## config.mk

```make
export PLATFORM = sky130hd
export DESIGN_NAME = wb_key_poller
export DESIGN_NICKNAME = d
export VERILOG_FILES = /design/src/rtl/wb_key_poller.sv
export SDC_FILE = /design/constraint.sdc
export NUM_CORES = 1
export LEC_CHECK = 0
export BUFFER_PORTS_ARGS = -buffer_cell sky130_fd_sc_hd__buf_2
export CAP_MARGIN = 20
export CORE_MARGIN = 5
export CORE_UTILIZATION = 45
export CTS_CLUSTER_DIAMETER = 120
export DETAILED_ROUTE_END_ITERATION = 8
export PLACE_DENSITY = 0.77
export SLEW_MARGIN = 30
export SYNTH_ARGS = -nofsm -noshare
export SYNTH_HDL_FRONTEND = slang
export SYNTH_SLANG_ARGS = --single-unit
```

## constraint.sdc

```tcl
create_clock -name clk -period 4.6 [get_ports clk]
set_input_delay 0.23 -clock clk [delete_from_list [all_inputs] [get_ports clk]]
set_output_delay 0.23 -clock clk [all_outputs]
set_load 0.03 [all_outputs]
```

## src/rtl/wb_key_poller.sv

```systemverilog
// wb_key_poller: read-only Wishbone initiator that polls a keypad responder and
// queues every new key press into a small FIFO drained through a valid/ready port.
module wb_key_poller #(
  parameter logic [31:0] BASE_ADR   = 32'h0000_0000,
  parameter logic [15:0] POLL_DIV   = 16'd50000,
  parameter int          FIFO_DEPTH = 8,
  parameter logic [7:0]  TIMEOUT    = 8'd255
) (
  input  logic        clk,
  input  logic        reset,
  output logic        wb_cyc_o,
  output logic        wb_stb_o,
  output logic        wb_we_o,
  output logic [31:0] wb_adr_o,
  output logic [3:0]  wb_sel_o,
  output logic [31:0] wb_dat_o,
  input  logic [31:0] wb_dat_i,
  input  logic        wb_ack_i,
  output logic [3:0]  key_code,
  output logic        key_valid,
  input  logic        key_ready,
  output logic [4:0]  fifo_count,
  output logic        overflow,
  output logic        bus_err,
  input  logic        err_clr
);
  localparam int         AW     = $clog2(FIFO_DEPTH);
  localparam logic [4:0] DEPTH5 = 5'(FIFO_DEPTH);

  localparam logic [1:0] IDLE    = 2'd0;
  localparam logic [1:0] RD_STAT = 2'd1;
  localparam logic [1:0] RD_CODE = 2'd2;
  localparam logic [1:0] PUSH    = 2'd3;

  logic [1:0]    state_q, state_d;
  logic [15:0]   timer_q, timer_d;
  logic [7:0]    wait_q, wait_d;
  logic          cyc_q, cyc_d;
  logic          prev_q, prev_d;
  logic [3:0]    code_q, code_d;
  logic          ovf_q, ovf_d;
  logic          berr_q, berr_d;
  logic [AW-1:0] wr_q, wr_d, rd_q, rd_d;
  logic [4:0]    cnt_q, cnt_d;
  logic [3:0]    mem_q [FIFO_DEPTH];
  logic          push, push_ok, pop, berr_set, timed_out;
  logic          unused_dat;

  assign unused_dat = ^wb_dat_i[31:4];

  assign wb_cyc_o   = cyc_q;
  assign wb_stb_o   = cyc_q;
  assign wb_we_o    = 1'b0;
  assign wb_sel_o   = 4'hF;
  assign wb_dat_o   = 32'd0;
  assign wb_adr_o   = (state_q == RD_CODE) ? BASE_ADR : BASE_ADR + 32'd4;

  assign key_valid  = (cnt_q != 5'd0);
  assign key_code   = key_valid ? mem_q[rd_q] : 4'h0;
  assign fifo_count = cnt_q;
  assign overflow   = ovf_q;
  assign bus_err    = berr_q;

  assign timed_out  = (wait_q == TIMEOUT - 8'd1);

  // Poll/fetch sequencer. RD_CODE spends its first cycle with cyc low so every
  // access is separated from the previous ack by at least one idle cycle.
  always_comb begin
    state_d  = state_q;
    timer_d  = timer_q;
    wait_d   = wait_q;
    cyc_d    = cyc_q;
    prev_d   = prev_q;
    code_d   = code_q;
    berr_set = 1'b0;
    push     = 1'b0;
    case (state_q)
      IDLE: begin
        if (timer_q == POLL_DIV - 16'd1) begin
          state_d = RD_STAT;
          timer_d = 16'd0;
          cyc_d   = 1'b1;
          wait_d  = 8'd0;
        end else begin
          timer_d = timer_q + 16'd1;
        end
      end
      RD_STAT: begin
        if (wb_ack_i) begin
          cyc_d   = 1'b0;
          prev_d  = wb_dat_i[0];
          state_d = (wb_dat_i[0] && !prev_q) ? RD_CODE : IDLE;
        end else if (timed_out) begin
          cyc_d    = 1'b0;
          berr_set = 1'b1;
          state_d  = IDLE;
        end else begin
          wait_d = wait_q + 8'd1;
        end
      end
      RD_CODE: begin
        if (!cyc_q) begin
          cyc_d  = 1'b1;
          wait_d = 8'd0;
        end else if (wb_ack_i) begin
          cyc_d   = 1'b0;
          code_d  = wb_dat_i[3:0];
          state_d = PUSH;
        end else if (timed_out) begin
          cyc_d    = 1'b0;
          berr_set = 1'b1;
          state_d  = IDLE;
        end else begin
          wait_d = wait_q + 8'd1;
        end
      end
      default: begin
        push    = 1'b1;
        state_d = IDLE;
      end
    endcase
  end

  // A push into a full FIFO still succeeds when the consumer pops in the same cycle.
  always_comb begin
    pop     = key_valid && key_ready;
    push_ok = push && ((cnt_q != DEPTH5) || pop);
    wr_d    = push_ok ? wr_q + AW'(1) : wr_q;
    rd_d    = pop ? rd_q + AW'(1) : rd_q;
    case ({push_ok, pop})
      2'b10:   cnt_d = cnt_q + 5'd1;
      2'b01:   cnt_d = cnt_q - 5'd1;
      default: cnt_d = cnt_q;
    endcase
    ovf_d  = (push && !push_ok) ? 1'b1 : (err_clr ? 1'b0 : ovf_q);
    berr_d = berr_set ? 1'b1 : (err_clr ? 1'b0 : berr_q);
  end

  always_ff @(posedge clk) begin
    if (reset) begin
      state_q <= IDLE;
      timer_q <= 16'd0;
      wait_q  <= 8'd0;
      cyc_q   <= 1'b0;
      prev_q  <= 1'b0;
      ovf_q   <= 1'b0;
      berr_q  <= 1'b0;
      wr_q    <= '0;
      rd_q    <= '0;
      cnt_q   <= 5'd0;
    end else begin
      state_q <= state_d;
      timer_q <= timer_d;
      wait_q  <= wait_d;
      cyc_q   <= cyc_d;
      prev_q  <= prev_d;
      ovf_q   <= ovf_d;
      berr_q  <= berr_d;
      wr_q    <= wr_d;
      rd_q    <= rd_d;
      cnt_q   <= cnt_d;
    end
  end

  always_ff @(posedge clk) begin
    code_q <= code_d;
    if (push_ok) mem_q[wr_q] <= code_q;
  end

endmodule
```

After elaboration in Yosys (flattened, before gate mapping)
Memories as Yosys holds them, arrays and structs flattened. A register that Yosys moved wholly into a read port is not among the register bits.
Index checks and enable logic that the tools add are counted.
{"block": "op_classes", "muxes": 35, "eq_ne": 10, "reduce_logical": 19, "n_addsub": 6}
{"op": "8-bit 2-to-1 mux", "count": 4}
{"op": "8-bit case mux with 3 select lines", "count": 1}
{"op": "16-bit by 1-bit adder with 16-bit output, second input constant", "count": 1}
{"op": "16-bit equality test, second input constant", "count": 1}
{"op": "16-bit 2-to-1 mux", "count": 1}
{"op": "1-bit 2-to-1 mux", "count": 15}
{"op": "2-bit 2-to-1 mux", "count": 6}
{"op": "5-bit case mux with 2 select lines", "count": 1}
{"op": "3-bit 2-to-1 mux", "count": 3}
{"op": "8-bit by 1-bit adder with 8-bit output, second input constant", "count": 1}
{"op": "8-bit equality test, second input constant", "count": 1}
{"op": "3-bit by 1-bit adder with 3-bit output, second input constant", "count": 2}
{"op": "2-bit case mux with 3 select lines", "count": 1}
{"op": "2-bit AND reduction", "count": 3}
{"op": "3-bit AND reduction", "count": 2}
{"op": "2-bit nonzero test", "count": 3}
{"op": "5-bit by 1-bit adder with 5-bit output, second input constant", "count": 1}
{"op": "5-bit by 4-bit != test with 1-bit output, second input constant", "count": 1}
{"op": "5-bit nonzero test", "count": 1}
{"op": "5-bit by 1-bit subtractor with 5-bit output, second input constant", "count": 1}
{"op": "2-bit by 1-bit equality test with 1-bit output, second input constant", "count": 2}
{"op": "2-bit equality test, second input constant", "count": 2}
{"op": "1-bit logical AND", "count": 4}
{"op": "4-bit 2-to-1 mux", "count": 1}
{"op": "other kinds (9)", "count": 11}
{"block": "word_totals", "output_inout_bits": 83, "word_cells": 82, "ff_bits": 45, "mem_count": 1, "in_bits": 37, "ram_bits": 32}
{"memory": "mem_q", "depth": 8, "width": 4, "rd": 1, "rd_ports_with_merged_regs": 1, "wr": 1, "line": "45", "rtl": "logic [3:0] mem_q [FIFO_DEPTH];"}

Longest topological paths before layout
Gate-level depths: netlist of the first run.
{"block": "depth", "ltp_word": 7, "mapped_depth": 11, "mapped_depth_nobuf": 11}

Worst setup path before layout of the first run
Ideal clock, no wire load.
{"block": "synth_timing", "path_type": "flip-flop to flip-flop", "from": "reg cnt_q[0] (netlist: fifo_count[0])", "to": "reg cnt_q[4] (netlist: fifo_count[4])", "n_path_buf": 0, "stages_incl_launch_ff": 12, "path_slack_ns": 1.541, "synth_period_minus_slack_ns": 3.059, "arrival_time_ns": 2.988, "cell_sequence": "dfxtp_1 > or4_4 > nor2_1 > inv_1 > nand3_1 > inv_1 > ha_1 > nor2b_1 > o21a_1 > or4_1 > a21o_1 > a21oi_1"}
{"block": "synth_between", "elab_chain_cells": 6}
{"item": "from (decl)", "line": "44", "rtl": "logic [4:0] cnt_q, cnt_d;"}
{"item": "from (signal assigned)", "line": "161", "rtl": "cnt_q <= cnt_d;"}
{"item": "5-bit nonzero test *", "line": "58", "rtl": "assign key_valid = (cnt_q != 5'd0);"}
{"item": "net key_valid", "line": "20", "rtl": "output logic key_valid,"}
{"item": "1-bit logical AND *", "line": "126", "rtl": "pop = key_valid && key_ready;"}
{"item": "1-bit logical OR", "line": "127", "rtl": "push_ok = push && ((cnt_q != DEPTH5) || pop);"}
{"item": "1-bit logical AND", "line": "127"}
{"item": "2-bit by 1-bit equality test with 1-bit output or 2-bit equality test (tied branches)", "line": "130", "rtl": "case ({push_ok, pop})"}
{"item": "5-bit case mux with 2 select lines or 2-bit nonzero test (tied branches)"}
Mark *: on every way through the listed nets, which the timed path passes. The rest lies on a longest branch.
A chain may end at the register's enable or synchronous reset.

Worst setup path after layout of the first run
{"block": "layout_timing", "from": "reg cnt_q[0] (netlist: fifo_count[0])", "to": "reg cnt_q[4] (netlist: fifo_count[4])"}
{"block": "layout_between", "elab_chain_cells": 6}
{"item": "5-bit nonzero test", "line": "58"}
{"item": "1-bit logical AND", "line": "126"}
{"item": "1-bit logical OR", "line": "127"}
{"item": "1-bit logical AND", "line": "127"}
{"item": "2-bit by 1-bit equality test with 1-bit output or 2-bit equality test (tied branches)", "line": "130"}
{"item": "5-bit case mux with 2 select lines or 2-bit nonzero test (tied branches)"}
Parallel ways exist; a longest one is shown, timed or not.

==> results of run 1 <==
-- area by class of cell --
cell class	count	area (um2)
well taps	129	161.4
multi-input cells	303	1926
inverters	15	56.30
clock buffers	9	123.9
fillers	848	4820
clock inverters	7	76.32
flip-flops and latches	80	1962
repair buffers	23	115.1
-- final timing paths --
| check | start | end | depth (start not counted) |
|---|---|---|---|
| hold / removal | wb_dat_i[1] | code_q[1]$_DFFE_PP_ | 1 |
| setup reg to reg | fifo_count[0]$_SDFFE_PP0P_ | fifo_count[4]$_SDFFE_PP0P_ | 11 |
| hold reg to reg | prev_q$_SDFFE_PP0P_ | prev_q$_SDFFE_PP0P_ | 2 |
| setup / recovery | fifo_count[0]$_SDFFE_PP0P_ | fifo_count[4]$_SDFFE_PP0P_ | 11 |
-- registers in the layout (all words and copies together) (netlist names), 2 cells and up, named ones only --
| name | count |
|---|---|
| code_q | 4 |
| fifo_count | 5 |
| mem_q | 32 |
| rd_q | 3 |
| state_q | 2 |
| timer_q | 16 |
| wait_q | 8 |
| wr_q | 3 |
-- metrics by stage --
stage / cells / total power, uW / area (um2)
2_1_floorplan: 479 / 1594 / 4504
3_3_place_gp: 550 / 1701 / 4214
3_5_place_dp: 550 / 1730 / 4214
4_1_cts: 566 / 2252 / 4414
5_1_grt: 566 / 2379 / 4420
6_report: 566 / 2232 / 4420
-- cell usage in the layout, fill, tap and decap left out, types with 12 or more instances in the layout --
cell	synthesis	final
conb_1	2	68
dfxtp_1	44	44
nor2_1	40	40
edfxtp_1	36	36
buf_2	3	23
a21oi_1	21	21
nand2_1	17	17
inv_1	15	15
o21ai_0	13	13
nand3_1	12	12
nor3_1	12	12
ha_1	12	12
-- cells by family (layout without fill, tap and decap cells) --
kind of cell | count (synthesis) | count (layout) | share of synthesized area
XOR/XNOR | 18 | 18 | 0.03704
AO/OA/AOI/OAI | 62 | 62 | 0.09965
adder cells (fa/ha/maj) | 13 | 13 | 0.03998
flip-flops | 80 | 80 | 0.4609
other | 2 | 68 | 0.001764
multiplexers | 15 | 15 | 0.05879
AND/OR/NAND/NOR | 127 | 127 | 0.1555
buffers and inverters | 96 | 54 | 0.1464
-- report_power, final --
| group | internal (uW) | switching (uW) |
|---|---|---|
| Sequential | 790 | 70.9 |
| Clock | 256 | 266 |
| Combinational | 289 | 561 |
-- routing by layer --
metal  wire, um  part of all wire  GRT usage  up-vias
met3        378             0.049    0.03779        8
met1       3217              0.41     0.1675     1354
li1           -                 -          -     1377
met5          0                 0          0        -
met4         76            0.0098    0.04110        0
met2       4092              0.53     0.2359       73
==> results_dict.tcl, run 1 <==
set metrics [dict create \
    outcome "finished clean" \
    cts_made_buffers 9 \
    ys.flop_type "dfxtp_1" \
    path_cells "or4_4 > nor2_1 > inv_1 > nand3_1 > inv_1 > ha_1 > nor2b_1 > o21a_1 > or4_1 > a21o_1 > a21oi_1" \
    setup_viol 0 \
    slowest_delay_ns 0.57 \
    final_util 0.4784 \
    drtAntennaViolNets 0 \
    yosysMostFrequentCell "buf_4" \
    period_needed_ns 3.145 \
    cp_top_family "simple AND/OR/NAND/NOR gates" \
    ctsHoldBuffers 0 \
    nets 482 \
    grt_usage 0.1373 \
    path_max_fanout 5 \
    synth_commonest_cells "buf_4, dfxtp_1, nor2_1" \
    htree_levels 3 \
    yosysSeqAreaShare 0.4609 \
    clock_sinks 80 \
    fin_setup_tns_ns 0 \
    grt_pass1_vias 2638 \
    synth_cells 413 \
    clockBufferDepth 2 \
    cts_tree "done" \
    power.density_nw_per_um2 505.0 \
    die_area_um2 11500 \
    hold_viol 0 \
    worstHoldPathType "input port to register" \
    syn_area_um2 4257 \
    totalWireLength_um 7764 \
    fp-row-count 35 \
    hold_ws_ns 0.06412 \
    routedWlPerCell_um 13.72 \
    synth_area_leaders "edfxtp_1, dfxtp_1, buf_4" \
    period_share 0.6837 \
    start_util 0.4607 \
    fin_ws_ns 1.455 \
    async_flop_share 0 \
    grt_pass1_wl_um 12530 \
    insertion_delay_ns 0.35 \
    required_ns 4.88 \
    synth_cell_types 55 \
    start_kind "register" \
    leakagePower_uw 0.001688 \
    viasPerCell 4.968 \
    overflow 0 \
    ys_ff_latch 80 \
    clock_skew_ns 0.01057 \
    core_area_um2 9240 \
    io_pins 120 \
    diodes 0 \
    cp_common_cell "inv_1" \
    ctsResizeCount 0 \
    dr.pass1.iters 4 \
    postCtsSetupBuffers 0 \
    ys_warn_count 0 \
    maxSlewViolCount 0 \
    dpl.hpwl_um 5811 \
    synthDominantCellAreaShare 0.2540 \
    rsz0062_at_grt "no" \
    cpMaxStageDelayCell "or4_4" \
    gp_congestion 0.8636 \
    r2r_slack_ns 1.45 \
    synth.avg_cell_area_um2 10.31 \
    relSlewSlack 0.4879 \
    die_x_um 107.3 \
    drc_errors 0 \
    crit_buf_inv 2 \
    drive_above_1_share 0.1281 \
    post-place-ws_ns 1.451 \
    worstSetupPathType "register to register" \
    via_count 2812 \
    vdd_drop_max_uv 295.0 \
    syn_to_final_growth_pct 3.851 \
    die_h_um 107.3 \
    antenna_found_initial 0 \
    tightest_slew_ns 0.7622 \
    clkTransAtPathRegs_ns 0.08 \
    synth_edf_count 36 \
    drt-initial-drc-count 217 \
    end_kind "register" \
    cap_violations 0 \
    fmax_mhz 318.0 \
    critical_path_arrival_ns 3.42 \
    yosys.area.top_type "edfxtp_1" \
    cts_root_buf "clkbuf_8" \
    port_buffers 23 \
    grt_max_degree 35 \
]
Power figures use the tool's default switching activity.
==> run 2: changes to the inputs <==
--- a/config.mk
+++ b/config.mk
@@ -5,13 +5,14 @@
 export SDC_FILE = /design/constraint.sdc
 export NUM_CORES = 1
 export LEC_CHECK = 0
+export ABC_AREA = 1
 export BUFFER_PORTS_ARGS = -buffer_cell sky130_fd_sc_hd__buf_2
 export CAP_MARGIN = 20
 export CORE_MARGIN = 5
 export CORE_UTILIZATION = 45
 export CTS_CLUSTER_DIAMETER = 120
 export DETAILED_ROUTE_END_ITERATION = 8
-export PLACE_DENSITY = 0.77
+export PLACE_DENSITY = 0.79
 export SLEW_MARGIN = 30
 export SYNTH_ARGS = -nofsm -noshare
 export SYNTH_HDL_FRONTEND = slang
==> constraint.sdc (replaced) <==
create_clock -name clk -period 2.6 [get_ports clk]
set_input_delay 0.13 -clock clk [delete_from_list [all_inputs] [get_ports clk]]
set_output_delay 0.13 -clock clk [all_outputs]
set_load 0.03 [all_outputs]
==> results_dict.tcl, run 2 <==
set metrics [dict create \
    hp-start "wb_ack_i" \
    yosysSeqAreaShare 0.4377 \
    largestRegisters "mem_q x32, timer_q x16, wait_q x8" \
    insertion_delay_ns 0.35 \
    slowest_delay_ns 0.40 \
    drt-initial-drc-count 206 \
    pwr-share-comb 0.399 \
    power_frac_seq 0.386 \
    core_area_um2 9729 \
    grt_max_degree 19 \
    r2r_slack_ns 0.45 \
    synth_cell_types 43 \
    totalWireLength_um 8281 \
    worstHoldPathType "input port to register" \
    power.net_switching_uw 1698 \
    ys_warn_count 0 \
    cts_root_buf "clkbuf_8" \
    port_buffers 23 \
    clock_skew_ns 0.008854 \
    top_register "mem_q" \
    routedWlPerCell_um 11.63 \
    start_kind "register" \
    fmax_mhz 465.6 \
    setup_viol 0 \
    clock_sinks 80 \
    worst_r2r_endpoint "fifo_count[4]$_SDFFE_PP0P_" \
    tightest_slew_ns 0.6697 \
    dr.pass1.iters 4 \
    syn_area_um2 4482 \
    final_area_um2 4708 \
    cap_violations 0 \
    required_ns 2.84 \
    ys.flop_type "dfxtp_1" \
    vdd_drop_max_uv 460.4 \
    path_cells "nor2_1 > nand3b_2 > nand2_2 > nor2_1 > inv_2 > fa_1 > nand3b_1 > nand3_1 > nand2_1 > a21oi_1 > nor2_1" \
    start_util 0.4606 \
    drtAntennaViolNets 0 \
    cts_tree "done" \
    diodes 0 \
    nets 624 \
    cpMaxStageDelayCell "fa_1" \
    post-place-ws_ns 0.4659 \
    overflow 0 \
    gp_congestion 0.8819 \
    fp-row-count 36 \
    synth_edf_count 36 \
    hold_ws_ns 0.08043 \
    reg2reg_depth 11 \
    syn_to_final_growth_pct 5.053 \
    leakagePower_uw 0.001951 \
    via_count 3382 \
    final_cells 712 \
    hold_path_depth 3 \
    period_needed_ns 2.148 \
    synthDominantCellAreaShare 0.2412 \
    dpl.hpwl_um 6269 \
    period_share 0.8261 \
    layout_commonest_cell "nor2_1" \
    largest_reg_flops 32 \
    clkTransAtPathRegs_ns 0.09 \
    dpl_cell_area_um2 4483 \
    mostFrequentLayoutCells "nor2_1, nand2_1, conb_1, inv_1, dfxtp_1" \
    power.internal_uw 2269 \
    ys_ff_latch 80 \
    drive_above_1_share 0.1226 \
    swShare 0.4280 \
    antenna_found_initial 0 \
    clockBufferDepth 2 \
    die_h_um 109.8 \
    drc_errors 0 \
    relSlewSlack 0.5535 \
    yosysMostFrequentCell "nor2_1" \
    rsz0062_at_grt "no" \
    synth.avg_cell_area_um2 8.269 \
    path_max_fanout 6 \
    r2r_start "fifo_count[0]$_SDFFE_PP0P_" \
    htree_levels 3 \
    worstSetupPathType "register to register" \
    io_pins 120 \
    dp_cells 692 \
    synth_cells 542 \
    cp_common_cell "nor2_1" \
    grt_usage 0.1449 \
    end_kind "register" \
    grt_pass1_vias 3095 \
    viasPerCell 4.750 \
    synth_area_leaders "edfxtp_1, dfxtp_1, buf_4" \
    die_x_um 109.8 \
    outcome "finished clean" \
    pwr-share-clk 0.215 \
    maxSlewViolCount 0 \
    yosys.area.top_type "edfxtp_1" \
    async_flop_share 0 \
    fin_setup_tns_ns 0 \
    cts_made_buffers 9 \
    grt_pass1_wl_um 13780 \
    die_area_um2 12050 \
    synth_commonest_cells "nor2_1, nand2_1, buf_4" \
    fin_ws_ns 0.4521 \
    worst_hold_path.endpoint "prev_q$_SDFFE_PP0P_" \
    hold_viol 0 \
    critical_path_arrival_ns 2.39 \
    power.density_nw_per_um2 842.6 \
]
run 2: cell types whose count changed after synthesis, sizes merged, moves of 6 or more:
cell and change:
nor2 +52, xnor2 -6, nand2 +66, clkbuf -7, mux4 -8, and3 -10
o21ai +24, mux2i -7, nor3 -8, a21oi +8, inv +35, nand3 +23
run 2: worst max-delay path by stage:
stage                                           from                         end  slack [ns]  depth (start not counted)
after floorplan           fifo_count[0]$_SDFFE_PP0P_  fifo_count[4]$_SDFFE_PP0P_        0.31                         11
after global placement    fifo_count[0]$_SDFFE_PP0P_  fifo_count[4]$_SDFFE_PP0P_        0.50                         11
after detailed placement  fifo_count[0]$_SDFFE_PP0P_  fifo_count[4]$_SDFFE_PP0P_        0.47                         11
after CTS                 fifo_count[0]$_SDFFE_PP0P_  fifo_count[4]$_SDFFE_PP0P_        0.45                         11
after global routing      fifo_count[0]$_SDFFE_PP0P_  fifo_count[4]$_SDFFE_PP0P_        0.27                         11
final                     fifo_count[0]$_SDFFE_PP0P_  fifo_count[4]$_SDFFE_PP0P_        0.45                         11
run 2: power by group through the flow:
stage                     logic, uW  registers (uW)  clock network [uW]
final                          1580            1530                 855
after global routing           1770            1550                 949
after CTS                      1590            1530                 878
after detailed placement       1590            1560                   0
after global placement         1550            1550                   0
after floorplan                1290            1600                   0
run 2: final cells by class:
cell class | count | area (um2)
clock buffer | 9 | 123.9
clock inverter | 7 | 61.31
fill | 918 | 5021
inverter | 52 | 195.2
multi-input combinational | 400 | 2014
sequential | 80 | 1962
tap | 133 | 166.4
timing repair buffer | 31 | 185.2
run 2: logic make-up after synthesis:
family,after synthesis,synth area share
AOI/OAI and AO/OA,80,0.09604
xor gates and xnor gates,7,0.01368
adders and majority gates,13,0.03797
buffers and inverters,128,0.1681
DFF,80,0.4377
other,2,0.001676
and+or+nand+nor,232,0.2448
run 2: layer usage:
| metal | track usage | vias to the layer above | routed length (um) |
|---|---|---|---|
| li1 | - | 1710 | - |
| met1 | 0.1700 | 1574 | 3442 |
| met2 | 0.2513 | 84 | 4313 |
| met3 | 0.03876 | 14 | 428 |
| met4 | 0.05610 | 0 | 97 |
| met5 | 0 | - | 0 |
run 2: critical path, delay by kind of cell, from the launching register on:
kind / cells / cell delay (ns)
flops: 1 / 0.39
compound gates: 1 / 0.12
buf+inv: 1 / 0.08
fa+ha+maj: 1 / 0.40
simple gates: 8 / 1.04
run 2: per-stage QoR:
stage               utilization  power [uW]
floorplan                     -        2893
global route             0.4839        4268
detailed placement       0.4608        3146
global placement         0.4608        3103
finish                   0.4839        3967
CTS                      0.4839        4002
run 2: repair_timing:
action	4_1_cts	5_1_grt
hold endpoints to repair	4	0
gates resized for setup	0	0
setup buffers	0	0
hold buffers	4	0
